$ cat config.mk
export PLATFORM = sky130hd
export DESIGN_NAME = err_round_seq
export DESIGN_NICKNAME = d
export VERILOG_FILES = /design/src/rtl/err_round_seq.sv
export SDC_FILE = /design/constraint.sdc
export NUM_CORES = 1
export LEC_CHECK = 0
export CORE_MARGIN = 1.5
export CORE_UTILIZATION = 56
export CTS_CLUSTER_SIZE = 20
export DETAILED_ROUTE_END_ITERATION = 6
export PLACE_DENSITY = 0.8
export SYNTH_ARGS = -nofsm -noshare
export SYNTH_HDL_FRONTEND = slang
export SYNTH_SLANG_ARGS = --single-unit
export TNS_END_PERCENT = 5
$ cat constraint.sdc
create_clock -name clk -period 3.7 [get_ports clk]
set_input_delay 1.11 -clock clk [delete_from_list [all_inputs] [get_ports clk]]
set_output_delay 1.11 -clock clk [all_outputs]
set_load 0.03 [all_outputs]
$ cat src/rtl/err_round_seq.sv
// Error-compensation sequencer: rounds each error product toward a 2^S step with a
// bit-serial restoring divider and accumulates the rounded values over a vector.
module err_round_seq #(
  parameter int unsigned DATA_W = 16,
  parameter int unsigned M_BITS = 14,
  parameter int unsigned ACC_W  = 24,
  parameter int unsigned LEN_W  = 8
) (
  input  logic              clk,
  input  logic              rst_n,
  input  logic              start,
  input  logic [LEN_W-1:0]  vec_len,
  input  logic              err_valid,
  output logic              err_ready,
  input  logic [DATA_W-1:0] error_product,
  output logic              comp_valid,
  input  logic              comp_ready,
  output logic [ACC_W-1:0]  comp_value,
  output logic              comp_ovf,
  output logic              busy
);

  localparam int unsigned S     = DATA_W - M_BITS;
  localparam int unsigned REM_W = S + 1;
  localparam int unsigned CNT_W = $clog2(DATA_W + 1);

  localparam logic [REM_W-1:0] DIVISOR  = REM_W'(1) << S;
  localparam logic [CNT_W-1:0] LAST_BIT = CNT_W'(DATA_W - 1);

  localparam logic [2:0] IDLE = 3'd0;
  localparam logic [2:0] LOAD = 3'd1;
  localparam logic [2:0] DIV  = 3'd2;
  localparam logic [2:0] ACC  = 3'd3;
  localparam logic [2:0] OUT  = 3'd4;

  logic [2:0]        state_q, state_d;
  logic [LEN_W-1:0]  vec_len_q, vec_len_d;
  logic [LEN_W-1:0]  count_q, count_d;
  logic [ACC_W-1:0]  acc_q, acc_d;
  logic              ovf_q, ovf_d;
  logic              x_msb_q, x_msb_d;
  logic [DATA_W-1:0] sh_q, sh_d;
  logic [DATA_W-1:0] quo_q, quo_d;
  logic [REM_W-1:0]  rem_q, rem_d;
  logic [CNT_W-1:0]  bit_q, bit_d;
  logic              err_ready_q, err_ready_d;
  logic              comp_valid_q, comp_valid_d;
  logic              busy_q, busy_d;

  logic [REM_W-1:0]  rem_sh;
  logic [DATA_W-1:0] rounded;
  logic [ACC_W:0]    sum;

  // Next-state and datapath update
  always_comb begin
    state_d   = state_q;
    vec_len_d = vec_len_q;
    count_d   = count_q;
    acc_d     = acc_q;
    ovf_d     = ovf_q;
    x_msb_d   = x_msb_q;
    sh_d      = sh_q;
    quo_d     = quo_q;
    rem_d     = rem_q;
    bit_d     = bit_q;
    rem_sh    = '0;
    rounded   = '0;
    sum       = '0;

    case (state_q)
      IDLE: begin
        if (start) begin
          vec_len_d = vec_len;
          acc_d     = '0;
          count_d   = '0;
          ovf_d     = 1'b0;
          state_d   = (vec_len == '0) ? OUT : LOAD;
        end
      end
      LOAD: begin
        if (err_valid && err_ready_q) begin
          x_msb_d = error_product[DATA_W-1];
          sh_d    = error_product;
          quo_d   = '0;
          rem_d   = '0;
          bit_d   = '0;
          state_d = DIV;
        end
      end
      DIV: begin
        // Remainder stays below 2^S, so the dropped top bit of the shift is always zero
        rem_sh = REM_W'({rem_q, sh_q[DATA_W-1]});
        if (rem_sh >= DIVISOR) begin
          rem_d = rem_sh - DIVISOR;
          quo_d = DATA_W'({quo_q, 1'b1});
        end else begin
          rem_d = rem_sh;
          quo_d = DATA_W'({quo_q, 1'b0});
        end
        sh_d  = sh_q << 1;
        bit_d = bit_q + CNT_W'(1);
        if (bit_q == LAST_BIT) begin
          state_d = ACC;
        end
      end
      ACC: begin
        rounded = (quo_q + DATA_W'(x_msb_q)) << S;
        sum     = {1'b0, acc_q} + (ACC_W + 1)'(rounded);
        if (sum[ACC_W]) begin
          acc_d = '1;
          ovf_d = 1'b1;
        end else begin
          acc_d = sum[ACC_W-1:0];
        end
        count_d = count_q + LEN_W'(1);
        state_d = (count_d == vec_len_q) ? OUT : LOAD;
      end
      OUT: begin
        if (comp_ready) begin
          state_d = IDLE;
        end
      end
      default: state_d = IDLE;
    endcase

    err_ready_d  = (state_d == LOAD);
    comp_valid_d = (state_d == OUT);
    busy_d       = (state_d != IDLE);
  end

  always_ff @(posedge clk or negedge rst_n) begin
    if (!rst_n) begin
      state_q      <= IDLE;
      vec_len_q    <= '0;
      count_q      <= '0;
      acc_q        <= '0;
      ovf_q        <= 1'b0;
      x_msb_q      <= 1'b0;
      sh_q         <= '0;
      quo_q        <= '0;
      rem_q        <= '0;
      bit_q        <= '0;
      err_ready_q  <= 1'b0;
      comp_valid_q <= 1'b0;
      busy_q       <= 1'b0;
    end else begin
      state_q      <= state_d;
      vec_len_q    <= vec_len_d;
      count_q      <= count_d;
      acc_q        <= acc_d;
      ovf_q        <= ovf_d;
      x_msb_q      <= x_msb_d;
      sh_q         <= sh_d;
      quo_q        <= quo_d;
      rem_q        <= rem_d;
      bit_q        <= bit_d;
      err_ready_q  <= err_ready_d;
      comp_valid_q <= comp_valid_d;
      busy_q       <= busy_d;
    end
  end

  assign err_ready  = err_ready_q;
  assign comp_valid = comp_valid_q;
  assign comp_value = acc_q;
  assign comp_ovf   = ovf_q;
  assign busy       = busy_q;

endmodule

==> impl_metrics.tcl <==
set metrics [dict create \
    hold_class "reg2reg" \
    place_hpwl_um 7170 \
    synth_warnings 0 \
    core_um2 8180 \
    die_w_um 94.7 \
    antenna_left 0 \
    cts.sinks 84 \
    min_to "quo_q[0]" \
    cp_cell_sequence "ha_1 > ha_1 > nand3_1 > nor2_1 > nand2_1 > xnor2_1 > ha_1 > a21oi_1 > o21ai_0 > o21ba_2 > o21ai_2 > nand3_1 > buf_4 > o211ai_1" \
    period_share_pct 85.9 \
    drv_cap 0 \
    area_delta_synth_final_pct 17.9 \
    drt-initial-drc-count 207 \
    hold_buffers 0 \
    rrSetupSlack_ns 0.52 \
    switching_power_mw 1.36 \
    cts_made_buffers 9 \
    synth_cells 534 \
    clk_latency_ns 0.36 \
    ctsResizeCount 0 \
    hold_path.startpoint "rem_q[1]" \
    slowest_delay_ns 0.38 \
    htree_num_levels 3 \
    gp_congestion 0.868 \
    syn_area_um2 4710 \
    grt_pass1_vias 3901 \
    required_ns 3.92 \
    power_leakage_nw 2.67 \
    post-synth-top-area-cell "dfrtp_1" \
    grt_overflow 0 \
    intPower_mw 2.03 \
    io_pins 57 \
    fin_cells 695 \
    tritoncts "yes" \
    hold_viol_final 0 \
    endpoint_kind "flop" \
    synth_top_area_share_pct 44.6 \
    vias 4041 \
    place_ws_ns 0.557 \
    clock_path_buffers 2 \
    combPwrFrac_pct 39.8 \
    path_delay_family "compound AO/OA/AOI/OAI gates" \
    die_y_um 94.7 \
    drtPass1Iterations 4 \
    post_dp_cell_area_um2 5380 \
    setup_viol 0 \
    seq_power_share_pct 43.0 \
    start_util_pct 57.6 \
    dp_cells 679 \
    clk_pin_slew_ns 0.09 \
    whs_ns 0.479 \
    synth_edf_count 0 \
    p_per_area_nw_per_um2 611 \
    worst_slack_ns 0.522 \
    finalSetupTns_ns 0 \
    drive_gt1_share_pct 5.76 \
    rsz0062_at_grt "no" \
    final_common_cell "nand2_1" \
    synth_seq_cells 84 \
    fmax_mhz 315 \
    worstSetupPathType "reg2reg" \
    worst_slew_pin_slew_ns 1.04 \
    mostFrequentLayoutCells "nand2_1 (147), dfrtp_1 (84), clkdlybuf4s50_1 (55)" \
    crit_path_frequent_cell "ha_1" \
    avgRoutedWirePerCell_um 14.9 \
    worst_clock_skew_ns 0.0137 \
    cp_max_fo 18 \
    critPathBufInv 1 \
    routed_wl_um 10300 \
    via_per_inst 5.81 \
    reg2reg_depth 14 \
    arrival_ns 3.40 \
    rr_endpoint "comp_value[14]" \
    grt_antenna_before_repair 0 \
    ys_top_cells_by_area "dfrtp_1 (45%), nand2_1 (12%), ha_1 (5.3%)" \
    layout_min_cycle_time_ns 3.18 \
    grtUsageTotal_pct 25.3 \
    rows 33 \
    ctsRootBufferMaster "clkbuf_8" \
    clkPwrFrac_pct 17.2 \
    min_delay_path_depth 2 \
    dieArea_um2 8970 \
    syn_avg_cell_area_um2 8.82 \
    worst-path-stages 14 \
    cp-start-kind "flop" \
    antenna_cells 0 \
    synth_fp_nets 584 \
    finalInstanceArea_um2 5550 \
    fin_nets 635 \
    ys_seq_area_share_pct 44.6 \
    grt_pass1_wl_um 17900 \
    ir_drop_uv 326 \
    r2r-start "quo_q[0]" \
    synthArstFlopShare_pct 100 \
    io_buffer_count 56 \
    grt_max_degree 85 \
    drc_errors 0 \
    synth_cell_type_count 53 \
    synth_flop_cell "dfrtp_1" \
    p_sw_share_pct 40.2 \
    critPathSlowestCell "dfrtp_1" \
    status "finished clean" \
    slew_viol_final 0 \
    post_cts_buffers 0 \
    max_slew_margin_pct 30.4 \
]
[registers in the layout, indices dropped and copies added, names as in the netlist]
register,count
quo_q,14
x_msb_q,1
comp_ovf,1
busy,1
comp_valid,1
state_q,3
vec_len_q,8
count_q,8
bit_q,5
sh_q,16
rem_q,2
err_ready,1
comp_value,23
[routing by layer]
layer | share of wire [%] | track usage [%] | vias up
li1 | - | - | 1970
met5 | 0 | 0 | -
met2 | 47 | 40.2 | 109
met4 | 1.3 | 8.08 | 0
met3 | 4.8 | 3.86 | 13
met1 | 47 | 35.7 | 1949
[cells by family after synthesis]
group / after synthesis / share of synthesized area (%)
XOR/XNOR: 36 / 7.57
adder cells (fa/ha/maj): 21 / 5.74
AND/OR/NAND/NOR: 253 / 23.7
multiplexers: 2 / 0.425
AO/OA/AOI/OAI: 105 / 15.1
buffers and inverters: 33 / 2.84
flip-flops: 84 / 44.6
[worst max path at each step]
| stage | end | start |
|---|---|---|
| floorplan | comp_value[11] | quo_q[0] |
| global placement | comp_value[11] | quo_q[0] |
| detailed placement | comp_value[14] | quo_q[0] |
| CTS | comp_value[14] | quo_q[0] |
| global route | comp_value[21] | quo_q[2] |
| finish | comp_value[14] | quo_q[0] |
[worst register-to-register path, cell delays in order (launching register included)]
cell,delay (ns)
dfrtp_1,0.38
ha_1,0.21
ha_1,0.22
nand3_1,0.16
nor2_1,0.18
nand2_1,0.09
xnor2_1,0.13
ha_1,0.36
a21oi_1,0.27
o21ai_0,0.16
o21ba_2,0.27
o21ai_2,0.10
nand3_1,0.15
buf_4,0.26
o211ai_1,0.12
[power by group through the flow]
stage | clock network [mW] | logic (mW) | registers [mW]
floorplan | 0 | 0.871 | 1.51
global placement | 0 | 1.31 | 1.46
detailed placement | 0 | 1.35 | 1.47
CTS | 0.591 | 1.36 | 1.46
global route | 0.632 | 1.52 | 1.50
finish | 0.584 | 1.35 | 1.46
[metrics by stage]
step | utilization [%] | power, mW
floorplan | - | 2.38
global placement | 65.8 | 2.77
detailed placement | 65.8 | 2.82
CTS | 67.9 | 3.40
global route | 67.9 | 3.64
finish | 67.9 | 3.39
[cells in the mapped netlist (4+ instances only)]
library cell	count
and3_1	10
ha_1	20
dfrtp_1	84
or3_1	4
a31oi_1	19
a22oi_1	9
nand4_1	9
nor3_1	4
a21o_1	4
inv_1	7
o211ai_1	11
a21oi_1	14
o21ai_0	22
nand3_1	34
xnor2_1	23
xor2_1	10
buf_2	5
nand2_1	147
nor2_1	32
clkbuf_1	20
[final cells by class]
type	count	area, µm²
flip-flops and latches	84	2100
fillers	664	2630
multi-input cells	417	2490
well taps	105	131
clock buffers	11	131
repair buffers	66	633
clock inverters	5	37.5
inverters	7	26.3
No activity file was read; power rests on OpenSTA's default activity.
